## config.mk

```make
export PLATFORM = sky130hd
export DESIGN_NAME = rr_stream_arbiter
export DESIGN_NICKNAME = d
export VERILOG_FILES = /design/src/rtl/rr_stream_arbiter.sv
export SDC_FILE = /design/constraint.sdc
export NUM_CORES = 1
export LEC_CHECK = 0
export ABC_AREA = 1
export BUFFER_PORTS_ARGS = -buffer_cell sky130_fd_sc_hd__buf_2
export CAP_MARGIN = 10
export CORE_UTILIZATION = 47
export CTS_CLUSTER_SIZE = 25
export DETAILED_ROUTE_END_ITERATION = 8
export GPL_TIMING_DRIVEN = 0
export PLACE_DENSITY = 0.86
export SYNTH_ARGS = -nofsm -noshare
export SYNTH_HDL_FRONTEND = slang
export SYNTH_SLANG_ARGS = --single-unit
```

## constraint.sdc

```tcl
create_clock -name clk -period 2.4 [get_ports clk]
set_input_delay 0.36 -clock clk [delete_from_list [all_inputs] [get_ports clk]]
set_output_delay 0.36 -clock clk [all_outputs]
set_load 0.005 [all_outputs]
```

## src/rtl/rr_stream_arbiter.sv

```systemverilog
`default_nettype none
// ============================================================================
// Module : rr_stream_arbiter
// N:1 ready/valid round-robin arbiter with bounded burst lock and a single
// registered output stage (full throughput, 1-cycle latency).
// Rev    : 1.0
// ============================================================================
module rr_stream_arbiter #(
  parameter int N_REQ     = 4,
  parameter int DATA_W    = 28,
  parameter int MAX_BURST = 4
) (
  input  logic                        clk,
  input  logic                        rst_n,
  input  logic [N_REQ-1:0]            up_valid,
  input  logic [N_REQ*DATA_W-1:0]     up_data,
  output logic [N_REQ-1:0]            up_ready,
  output logic                        down_valid,
  output logic [DATA_W-1:0]           down_data,
  output logic [$clog2(N_REQ)-1:0]    down_src,
  input  logic                        down_ready
);

  localparam int SRC_W = $clog2(N_REQ);
  localparam int CNT_W = $clog2(MAX_BURST + 1);

  localparam logic [SRC_W-1:0] c_last_src = SRC_W'(N_REQ - 1);
  localparam logic [SRC_W:0]   c_n_wide   = (SRC_W + 1)'(N_REQ);
  localparam logic [CNT_W-1:0] c_max_cnt  = CNT_W'(MAX_BURST);
  localparam logic [CNT_W-1:0] c_one      = CNT_W'(1);

  logic [SRC_W-1:0]  owner_q,      owner_d;
  logic [CNT_W-1:0]  burst_q,      burst_d;
  logic              down_valid_q, down_valid_d;
  logic [DATA_W-1:0] down_data_q,  down_data_d;
  logic [SRC_W-1:0]  down_src_q,   down_src_d;

  logic [DATA_W-1:0] w_beat [N_REQ];
  logic              w_hold;
  logic              w_sel_valid;
  logic [SRC_W-1:0]  w_sel;
  logic [SRC_W:0]    w_scan;
  logic              w_can_load;
  logic              w_accept;

  genvar gi;
  for (gi = 0; gi < N_REQ; gi++) begin : g_unpack
    assign w_beat[gi] = up_data[gi*DATA_W +: DATA_W];
  end

  // burst_q == 0 only after reset: no lock yet, so arbitration starts at owner+1.
  always_comb begin
    w_hold      = up_valid[owner_q] && (burst_q != '0) && (burst_q < c_max_cnt);
    w_sel       = owner_q;
    w_sel_valid = 1'b0;
    w_scan      = '0;
    if (w_hold) begin
      w_sel_valid = 1'b1;
    end else begin
      for (int k = 1; k <= N_REQ; k++) begin
        w_scan = {1'b0, owner_q} + (SRC_W + 1)'(k);
        if (w_scan >= c_n_wide) begin
          w_scan = w_scan - c_n_wide;
        end
        if (!w_sel_valid && up_valid[w_scan[SRC_W-1:0]]) begin
          w_sel       = w_scan[SRC_W-1:0];
          w_sel_valid = 1'b1;
        end
      end
    end
  end

  assign w_can_load = !down_valid_q || down_ready;
  assign w_accept   = w_sel_valid && w_can_load;

  always_comb begin
    up_ready = '0;
    if (w_accept && rst_n) begin
      up_ready[w_sel] = 1'b1;
    end
  end

  // A rotation grant (even back to the same owner) opens a fresh burst.
  always_comb begin
    owner_d      = owner_q;
    burst_d      = burst_q;
    down_valid_d = down_valid_q;
    down_data_d  = down_data_q;
    down_src_d   = down_src_q;
    if (w_accept) begin
      down_valid_d = 1'b1;
      down_data_d  = w_beat[w_sel];
      down_src_d   = w_sel;
      if (w_hold) begin
        burst_d = burst_q + c_one;
      end else begin
        owner_d = w_sel;
        burst_d = c_one;
      end
    end else if (down_valid_q && down_ready) begin
      down_valid_d = 1'b0;
    end
  end

  always_ff @(posedge clk or negedge rst_n) begin
    if (!rst_n) begin
      owner_q      <= c_last_src;
      burst_q      <= '0;
      down_valid_q <= 1'b0;
      down_data_q  <= '0;
      down_src_q   <= '0;
    end else begin
      owner_q      <= owner_d;
      burst_q      <= burst_d;
      down_valid_q <= down_valid_d;
      down_data_q  <= down_data_d;
      down_src_q   <= down_src_d;
    end
  end

  assign down_valid = down_valid_q;
  assign down_data  = down_data_q;
  assign down_src   = down_src_q;

endmodule
`default_nettype wire

```

==> Word level (Yosys, flattened, before mapping) <==
Index checks and enable logic that the tools add are counted.
{ "classes": {"bitwise": 2, "magnitude_cmp": 13, "add_sub_neg": 9, "reduce_logical": 17, "mux": 40} }
{ "op_table": {"columns": ["cell", "count"], "rows": [
  ["28-bit binary-select mux with 2-bit select", 1],
  ["28-bit two-way mux", 2],
  ["2-bit two-way mux", 13],
  ["2-bit by 3-bit < comparator with 1-bit output (second input constant)", 6],
  ["1-bit two-way mux", 16],
  ["3-bit >= comparator (second input constant)", 5],
  ["1-bit binary-select mux with 2-bit select", 5],
  ["1-bit logical AND", 9],
  ["2-bit by 1-bit subtractor with 2-bit output (second input constant)", 4],
  ["2-bit by 2-bit adder with 3-bit output (second input constant)", 2],
  ["1-bit logical NOT", 4],
  ["4-bit two-way mux", 1],
  ["2-bit by 1-bit adder with 3-bit output (second input constant)", 1],
  ["2-bit by 3-bit adder with 3-bit output (second input constant)", 1],
  ["3-bit by 1-bit adder with 3-bit output (second input constant)", 1],
  ["3-bit < comparator (second input constant)", 1],
  ["3-bit two-way mux", 1],
  ["2-bit NOT with 3-bit output", 1],
  ["3-bit nonzero test", 1],
  ["1-bit demux with 2-bit select", 1],
  ["2-bit by 1-bit >= comparator with 1-bit output (second input constant)", 1],
  ["2-bit AND reduction", 1],
  ["2-bit nonzero test", 1],
  ["1-bit logical OR", 1],
  ["1-bit NOT", 1]
]} }
{ "totals": {"wordCells": 86, "regBits": 36} }

==> Longest topological paths before layout <==
Gate-level depths: netlist of run 1.
{ "depth": {"word_depth": 26, "ltp_mapped": 17, "depth_no_buf": 16} }

==> Worst setup path before layout of run 1 <==
Ideal clock, no wire load.
{ "synth_timing": {"path_kind": "register to output", "startpoint": "reg owner_q[0]", "endpoint": "out up_ready[0]", "t_arrival_ns": 1.722, "setup_slack_ns": 0.318, "path_stages_with_launch": 14, "path_buffers": 1, "required_ns": 2.040, "cell_sequence": "dfstp_2 -> inv_2 -> nand2_1 -> nand2_2 -> nor2_2 -> nand2_1 -> nand2_1 -> nand2_1 -> nand2_1 -> nand2_2 -> nand2_2 -> buf_2 -> inv_1 -> nor3_1"} }
{ "synth_between": {"elab_chain_cells": 25, "elab_cells_between_ends": 59} }
{ "synth_rtl": {"columns": ["element", "line", "rtl"], "rows": [
  ["start: declaration", "32", "logic [SRC_W-1:0] owner_q, owner_d;"],
  ["start signal: assignment", "107", "owner_q <= c_last_src;"],
  ["start signal: assignment", "113", "owner_q <= owner_d;"],
  ["2-bit by 1-bit adder with 3-bit output", "61", "w_scan = {1'b0, owner_q} + (SRC_W + 1)'(k);"],
  ["3-bit >= comparator or 2-bit by 1-bit subtractor with 2-bit output (tied branches)", "62, 63", null],
  ["2-bit two-way mux", "62", "if (w_scan >= c_n_wide) begin"],
  ["2-bit two-way mux", "57", "if (w_hold) begin"],
  ["1-bit binary-select mux with 2-bit select", "65", "if (!w_sel_valid && up_valid[w_scan[SRC_W-1:0]]) begin"],
  ["1-bit two-way mux (not written as such)", "65", null],
  ["1-bit two-way mux", "65", null],
  ["1-bit two-way mux", "57", null],
  ["[9 not listed]", null, null],
  ["1-bit logical AND", "65", null],
  ["2-bit two-way mux", "65", null],
  ["2-bit two-way mux", "57", null],
  ["2-bit by 3-bit < comparator with 1-bit output (not written as such) or 2-bit by 1-bit >= comparator with 1-bit output (tied branches)", "79", "up_ready[w_sel] = 1'b1;"],
  ["1-bit logical AND (not written as such)", "79", null],
  ["1-bit two-way mux (not written as such)", "79", null],
  ["1-bit demux with 2-bit select", "79", null],
  ["4-bit two-way mux (*)", "78", "if (w_accept && rst_n) begin"],
  ["end: declaration", "17", "output logic [N_REQ-1:0] up_ready,"]
]} }
Every way passes the cells marked *; elsewhere a longest branch is shown, timed or not. The select of a mux whose other input is x is not followed.

==> Worst setup path in the final report of run 1 <==
{ "layout_timing": {"startpoint": "reg owner_q[0]", "endpoint": "out up_ready[3]"} }
Same word-level chain as after synthesis.

==> impl_metrics.ini, run 1 <==
[timing]
fmax_mhz = 392
tns_ps = -460
hold_viol = 0
fin_skew_ps = 4.30
min_period_ps = 2550
final_max_slew_viol_count = 0
worst_pin_slew_ps = 823
slew_headroom_pct = 45.2
timing.final.ws_setup_ps = -152
rsz0062_at_grt = yes
setup_viol_count_final = 4
period_share_pct = 106

[worst_setup_path]
crit_path_top_delay_cell = dfstp_2
arrival_ps = 2190
critPathLaunch = owner_q[0]$_DFFE_PN1P_
max_stage_delay_ps = 580
cp_cell_sequence = buf_4 -> nand2_1 -> nand3_1 -> nand2_2 -> nand3_2 -> nand2_1 -> nor2_2 -> a21oi_4 -> buf_6 -> nor3_1 -> buf_2
critical_path_class = reg2out
cp_top_family = simple AND/OR/NAND/NOR gates
path_max_fanout = 4
required_ps = 2040
rr_startpoint = owner_q[0]$_DFFE_PN1P_
timing.critical_path.mode_cell = nand2_1
end_kind = output port
path_buf_inv = 3
cp-start-kind = flip-flop

[synthesis]
synth_mux_area_share_pct = 0
synth-simple-area-share_pct = 52.0
synth_top_family_by_area = simple AND/OR/NAND/NOR gates
syn_inst = 536
netlist_area_sq_mm = 0.00309
synth_compound_area_share_pct = 1.82
yosysWarnings = 0
synth_nets = 657
yosysUniqueCellTypes = 20
synthAdderAreaFrac_pct = 0.809
synthXorXnorAreaFrac_pct = 0
synth-seq-area-share_pct = 29.2
syn_area_per_cell_sq_um = 5.77
yosysTopAreaCellShare_pct = 32.2
ys_ff_latch = 36
yosysTopAreaCell = nand2_1
synth.area.top_cells = nand2_1 32%, dfrtp_1 28%, nand3_1 16%

[finish]
fin_util_pct = 68.7
fin_area_sq_mm = 0.00437
nets = 831
diodes = 0
drive_above_1_share_pct = 32.8
area_delta_synth_final_pct = 41.2

[detailed_routing]
wl_mm = 10.1
wl_per_cell_microns = 12.9
drc = 0
via_per_inst = 5.02
first_pass_iters = 5
drt_iter0_drc = 195
num_vias = 3957
ant_nets = 0

[grt]
global_route.usage.met1_pct = 34.6
grt_pass1_vias = 3698
grtUsageTotal_pct = 28.5
overflow = 0
grt_pass1_wl_mm = 16.0
grt_use_met2_pct = 50.2
grt_max_degree = 38
antenna_found_initial = 0
use_met3_pct = 4.57
grt-busiest-layer = met2

[power]
p_leak_nw = 2.81
p_total_mw = 8.69
power_per_cell_area_mw_per_mm2 = 1990
irDropWorstVdd_mv = 1.22

[die]
die-area_sq_mm = 0.00691
rows = 29
die_w_microns = 83.1
coreArea_sq_mm = 0.00635
io_pins = 154
die_y_microns = 83.1
start_util_pct = 48.7

[clock_tree]
cts_root_buf = clkbuf_8
holdBufCountCts = 0
cts.path.max_buffers = 2
clock_sinks = 36
clk_latency_ps = 290
cts.htree.levels = 2
numCtsBuffers = 5
cts_tree = yes
path_clk_slew_ps = 70

[worst_hold_path]
min-delay-path-class = in2async

[place]
hpwl_mm = 7.14
place_congestion = 0.844
place_area_sq_mm = 0.00395
numPortBuffers = 153

[status]
violations = negative setup slack
run_status = finished with violations

[run]
drv_cap = 0
flip-flops by register name, summed over array words and instances (netlist names):
name,cells
down_src,2
owner_q,2
down_valid,1
down_data,28
burst_q,3
worst paths after layout:
check	to	slack (ps)	cells past startpoint
setup / recovery	up_ready[3]	-150	11
hold / removal	down_data[9]$_DFFE_PN0N_	170	1
setup reg to reg	down_data[8]$_DFFE_PN0N_	100	18
hold reg to reg	down_data[2]$_DFFE_PN0N_	480	2
max in group asynchronous	down_data[16]$_DFFE_PN0N_	1720	1
min in group clk	down_valid$_DFFE_PN0P_	430	4
synthesized netlist by cell type:
| cell type | number |
|---|---|
| and2_1 | 1 |
| clkbuf_1 | 4 |
| ha_1 | 2 |
| nand2_1 | 265 |
| nand4_1 | 2 |
| inv_2 | 4 |
| nor2_2 | 1 |
| dfrtp_1 | 34 |
| nor2_1 | 3 |
| nand3_1 | 97 |
| nand3_2 | 2 |
| dfstp_2 | 2 |
| inv_1 | 71 |
| buf_4 | 15 |
| o21ai_0 | 8 |
| nand2_2 | 8 |
| a21oi_4 | 1 |
| buf_2 | 7 |
| buf_6 | 5 |
| nor3_1 | 4 |
stage by stage:
stage | instances | hold slack (ps) | worst slack (ps)
global placement | 766 | 459 | 39.9
detailed placement | 766 | 460 | -43.2
global route | 788 | 236 | -244
finish | 788 | 168 | -152
floorplan | 536 | 64.4 | 318
CTS | 782 | 189 | -63.4
layer usage:
metal	share of wire [%]	vias to the layer above
met5	0	-
met4	3.4	0
met3	6.4	31
met2	50	167
met1	40	1782
li1	-	1977
timing repair:
action                                  4_1_cts  5_1_grt
pin swaps                                     3        3
resized for setup                            12       36
buffers inserted                             11        3
endpoints found under the setup margin        4       31
cloned                                        0        4
layout by cell type (no fill, tap or decap):
master     instances
nand2_4            2
nor3_1             2
a21oi_4            1
nand2_1          256
buf_6              9
nor2_2             2
nor3_2             2
buf_4             18
clkbuf_1           6
nand3_1           96
o21ai_0            8
dfstp_2            2
nand3_2            2
dfrtp_1           34
buf_12             1
nand3_4            1
inv_1             70
inv_4              2
clkbuf_8           6
clkbuf_16          3
nand2_2           14
nor2_4             1
nor2_1             1
and2_1             1
buf_8              6
buf_2            157
nand4_1            2
ha_1               2
nand2_8            1
inv_2              3
power breakdown:
part           total, mW  switching, mW  internal [mW]
combinational       7.09           4.08           3.02
clock              0.449          0.214          0.234
sequential          1.14          0.186          0.956
total               8.69           4.48           4.21
area by class of cell:
cell class              instances  area, sq um
well taps                      77         96.3
clock buffers                   8         90.1
fillers                       576         1980
plain buffers                  27          241
multi-input cells             394         1770
repair buffers                171          981
inverters                      75          287
flip-flops and latches         36          903
kinds of logic (layout without fill, tap and decap cells):
kind of cell / after synthesis / after routing
buffers and inverters: 106 / 281
DFF: 36 / 36
and+or+nand+nor: 383 / 383
AOI/OAI and AO/OA: 9 / 9
adders and majority gates: 2 / 2
(Power assumes the default switching activity.)
==> run 2, diff against run 1 <==
Settings changed: ABC_AREA 1 to unset, CORE_UTILIZATION 47 to 44.
==> impl_metrics.ini, run 2 <==
[status]
run_status = finished with violations
violations = negative setup slack

[power]
switching_power_mw = 2.23
irDropWorstVdd_mv = 0.787
pwr-share-comb_pct = 72.9
power.internal_mw = 3.40
pwr-share-seq_pct = 19.3
power_per_cell_area_mw_per_mm2 = 1400
clkPwrFrac_pct = 7.8
p_leak_nw = 1.96
p_sw_share_pct = 39.6

[finish]
final_common_cell = buf_2
diodes = 0
fin_area_sq_mm = 0.00402
largest_reg_flops = 28
final_cell_mix = 153 x buf_2, 36 x nand2_1, 34 x dfrtp_1
nets = 536
drive_above_1_share_pct = 63.9
nFillCells = 384
area_delta_synth_final_pct = 59.8

[worst_setup_path]
arrival_ps = 2310
crit_path_top_delay_cell = dfstp_2
cp_top_family = flip-flops
path_max_fanout = 4
critical_path_class = reg2out
crit_cells = 10
cp_cell_sequence = buf_12 -> nor3_4 -> a21oi_2 -> a21o_1 -> a211oi_2 -> buf_4 -> buf_12 -> nand3b_1 -> nor2b_1 -> buf_2
required_ps = 2040
reg2regPathDepth = 11
path_buf_inv = 4
cp-start-kind = flip-flop
max_stage_delay_ps = 610
timing.critical_path.mode_cell = buf_12
end_kind = output port

[detailed_routing]
via_per_inst = 5.31
first_pass_iters = 4
num_vias = 2593
drt_iter0_drc = 75
wl_mm = 7.81
drc = 0
wl_per_cell_microns = 16.0
ant_nets = 0

[synthesis]
synth-seq-area-share_pct = 36.0
syn_area_per_cell_sq_um = 10.6
synth.area.top_cells = dfrtp_1 34%, mux2i_1 23%, o221ai_2 12%
yosysMostFrequentCell = mux2i_1
yosysTopAreaCell = dfrtp_1
async_reset_ff_share_pct = 100
synth.top_cells.by_count = 58 x mux2i_1, 37 x nand2_1, 34 x dfrtp_1
ys_ff_latch = 36
syn_inst = 237
synth_edf_count = 0
yosysWarnings = 0
ys.flop_type = dfrtp_1
netlist_area_sq_mm = 0.00251
yosysUniqueCellTypes = 36
synth_nets = 358
yosysTopAreaCellShare_pct = 33.9

[clock_tree]
cts.path.max_buffers = 2
holdBufCountCts = 0
cts.htree.levels = 2
path_clk_slew_ps = 70
cts_tree = yes
numCtsBuffers = 5
cts_root_buf = clkbuf_8
clock_sinks = 36
clk_latency_ps = 280

[place]
place_area_sq_mm = 0.00336
numPortBuffers = 152
place_congestion = 0.897
hpwl_mm = 5.37

[timing]
slew_headroom_pct = 42.9
rsz0062_at_grt = yes
period_share_pct = 111
min_period_ps = 2670
timing.final.ws_setup_ps = -267
setup_viol_count_final = 17
worst_pin_slew_ps = 856
fmax_mhz = 375
fin_skew_ps = 5.62
final_max_slew_viol_count = 0
timing.hold.ws_ps = 183
hold_viol = 0

[run]
drv_cap = 0

[grt]
antenna_found_initial = 0
grt_pass1_wl_mm = 11.4
grtUsageTotal_pct = 24.1
grt_max_degree = 39
overflow = 0
grt_pass1_vias = 2519

[die]
coreArea_sq_mm = 0.00551
die-area_sq_mm = 0.00602
start_util_pct = 45.6
io_pins = 154
die_y_microns = 77.6
rows = 27
die_w_microns = 77.6

[worst_hold_path]
min-delay-path-class = in2async
## run 2: changes by cell type after synthesis, sizes merged, moves of 11 or more
cell | previous run | this run
buf | 27 | 16
inv | 75 | 6
mux2i | 0 | 58
nand2 | 273 | 37
nand3 | 99 | 2
o221ai | 0 | 28
## run 2: final cells by class
| class | instances | area, sq um | share of cell area, % |
|---|---|---|---|
| Multi-Input combinational cell | 175 | 1700 | 42.2 |
| Timing Repair Buffer | 172 | 970 | 24.2 |
| Sequential cell | 36 | 903 | 22.5 |
| Buffer | 19 | 244 | 6.08 |
| Clock buffer | 8 | 90.1 | 2.24 |
| Tap cell | 72 | 90.1 | 2.24 |
| Inverter | 6 | 22.5 | 0.561 |
## run 2: power groups by stage
stage	Sequential [mW]	Clock, mW	Combinational (mW)
2_1_floorplan	1.09	0	2.10
3_3_place_gp	1.07	0	2.82
3_5_place_dp	1.07	0	2.92
4_1_cts	1.07	0.455	3.38
5_1_grt	1.12	0.476	4.36
6_report	1.09	0.442	4.11
## run 2: path summary, 6_finish.rpt
check                                               start                   endpoint  slack, ps
max in group asynchronous                           rst_n  down_data[17]$_DFFE_PN0N_       1680
worst min-delay path                                rst_n    down_src[1]$_DFFE_PN0N_        180
worst max register to register     owner_q[1]$_DFFE_PN1P_  down_data[21]$_DFFE_PN0N_        -70
worst max-delay path               owner_q[1]$_DFFE_PN1P_                up_ready[3]       -270
worst min register to register  down_data[19]$_DFFE_PN0N_  down_data[19]$_DFFE_PN0N_        480
min in group clk                              up_data[39]  down_data[11]$_DFFE_PN0N_        380
## run 2: cells by family after synthesis
family | count (synthesis) | share of synthesized area, %
and+or+nand+nor | 63 | 11.4
muxes | 60 | 24.0
AOI/OAI and AO/OA | 50 | 21.2
DFF | 36 | 36.0
buffers and inverters | 26 | 6.47
adders and majority gates | 2 | 0.996
## run 2: per-layer routing
| metal | track usage (%) | vias to the layer above | wire length [microns] | part of all wire, % |
|---|---|---|---|---|
| li1 | - | 1242 | - | - |
| met1 | 27.8 | 1250 | 3180 | 41 |
| met2 | 44.9 | 90 | 4180 | 53 |
| met3 | 4.12 | 11 | 326 | 4.2 |
| met4 | 7.92 | 0 | 123 | 1.6 |
| met5 | 0 | - | 0 | 0 |
## run 2: timing repair
action,in CTS,in global routing
gates resized for setup,29,60
pin swaps,4,4
gates cloned,0,2
setup endpoints to repair,32,32
buffers inserted,10,8
## run 2: per-stage QoR
step                utilization [%]  instances  setup TNS [ps]  power, mW  setup WS [ps]
floorplan                         -        237               0       3.19            179
global placement               61.1        461            -870       3.89           -211
detailed placement             61.1        461           -2830       3.99           -295
CTS                            66.3        479            -831       4.90           -212
global route                   72.9        488           -3620       5.95           -361
finish                         72.9        488           -1200       5.63           -267
==> run 3, diff against run 2 <==
Settings changed: CORE_UTILIZATION 44 to 25, PLACE_DENSITY 0.86 to 0.55, RECOVER_POWER set to 25.
==> impl_metrics.ini, run 3 (same netlist as run 2, synthesis figures left out) <==
[worst_setup_path]
critPathLaunch = owner_q[0]$_DFFE_PN1P_
required_ps = 2040
cp-start-kind = flip-flop
arrival_ps = 2240
rr_startpoint = owner_q[0]$_DFFE_PN1P_
r2r_slack_ps = -80
path_max_fanout = 7
critical_path_class = reg2out
end_kind = output port

[clock_tree]
cts.path.max_buffers = 2
cts_root_buf = clkbuf_8
path_clk_slew_ps = 70
cts_tree = yes
clk_latency_ps = 280
clock_sinks = 36
numCtsBuffers = 5
cts.htree.levels = 2

[place]
numPortBuffers = 152
place_congestion = 0.807
place_inst = 522
hpwl_mm = 5.56

[status]
run_status = finished with violations
violations = negative setup slack

[timing]
period_share_pct = 108
timing.final.ws_setup_ps = -203
final_max_slew_viol_count = 0
fmax_mhz = 384
min_period_ps = 2600
setup_viol_count_final = 30
fin_skew_ps = 2.67
hold_viol = 0
worst_pin_slew_ps = 866
timing.hold.ws_ps = 184
rsz0062_at_grt = yes
slew_headroom_pct = 42.3

[finish]
nets = 532
diodes = 0
nFillCells = 1015
largest_reg_flops = 28
area_delta_synth_final_pct = 56.6
final_common_cell = buf_2
instances_no_fill = 545
drive_above_1_share_pct = 58.0
final_cell_mix = 153 x buf_2, 51 x mux2i_1, 37 x nand2_1
fin_util_pct = 40.3

[detailed_routing]
ant_nets = 0
via_per_inst = 4.66
drt_iter0_drc = 39
num_vias = 2540
wl_mm = 7.71
wl_per_cell_microns = 14.2
first_pass_iters = 7
drc = 0

[power]
power_per_cell_area_mw_per_mm2 = 1350
p_leak_nw = 1.98
irDropWorstVdd_mv = 0.386

[die]
coreArea_sq_mm = 0.00977
start_util_pct = 25.7
die_w_microns = 102
rows = 36
die_y_microns = 102
io_pins = 154
die-area_sq_mm = 0.0105

[grt]
antenna_found_initial = 1
grt_pass1_vias = 2320
grtUsageTotal_pct = 14.5
overflow = 0
grt_max_degree = 39
grt_pass1_wl_mm = 11.6

[worst_hold_path]
min-delay-path-class = in2async

[run]
drv_cap = 0
## run 3: repair_timing
| action | 4_1_cts | 5_1_grt |
|---|---|---|
| buffers inserted | 9 | 8 |
| pin swaps | 7 | 8 |
| hold buffers | 0 | 0 |
| gates cloned | 0 | 2 |
| resized for setup | 15 | 42 |
| endpoints found under the setup margin | 28 | 32 |
## run 3: layout make-up
type	count	area (sq um)	area share, %
buffer	19	223	5.66
timing repair buffer	168	940	23.9
inverter	6	22.5	0.572
sequential	36	903	23.0
clock buffer	8	90.1	2.29
multi-input combinational	175	1590	40.4
tap	133	166	4.23
## run 3: worst paths after layout
kind | endpoint | cells after the start
worst max-delay path | up_ready[3] | 8
min in group clk | down_data[11]$_DFFE_PN0N_ | 3
worst min-delay path | down_data[9]$_DFFE_PN0N_ | 1
worst max register to register | down_data[8]$_DFFE_PN0N_ | 11
worst min register to register | down_data[14]$_DFFE_PN0N_ | 2
max in group asynchronous | down_data[12]$_DFFE_PN0N_ | 1
## run 3: routing by layer
metal,vias to the layer above,GRT usage [%],routed length (microns)
met5,-,0,13
met4,2,4.40,118
met3,13,3.21,386
met2,97,24.5,3730
met1,1194,18.3,3460
li1,1234,-,-
## run 3: stage by stage
step                      setup slack [ps]  instance area, sq um  power [mW]  TNS, ps
after detailed placement              -200                  3440        4.04     -907
after floorplan                        179                  2510        3.19        0
after global routing                  -319                  3940        5.69    -5380
after CTS                             -177                  3640        4.78     -665
final                                 -203                  3940        5.31    -2140
after global placement                -273                  3440        4.00    -2230
## run 3: worst max-delay path, stage by stage (launching register included)
cell and delay, ps:
dfstp_2 570, nand2b_4 130, nand4_1 130, a21o_1 240, buf_4 140, buf_6 100
o32ai_4 340, nor2b_1 190, buf_2 120
## run 3: report_power, final
group	switching (mW)	internal, mW	leakage [nW]
Clock	0.220	0.234	0.0455
Combinational	1.77	2.01	1.50
Sequential	0.170	0.913	0.435
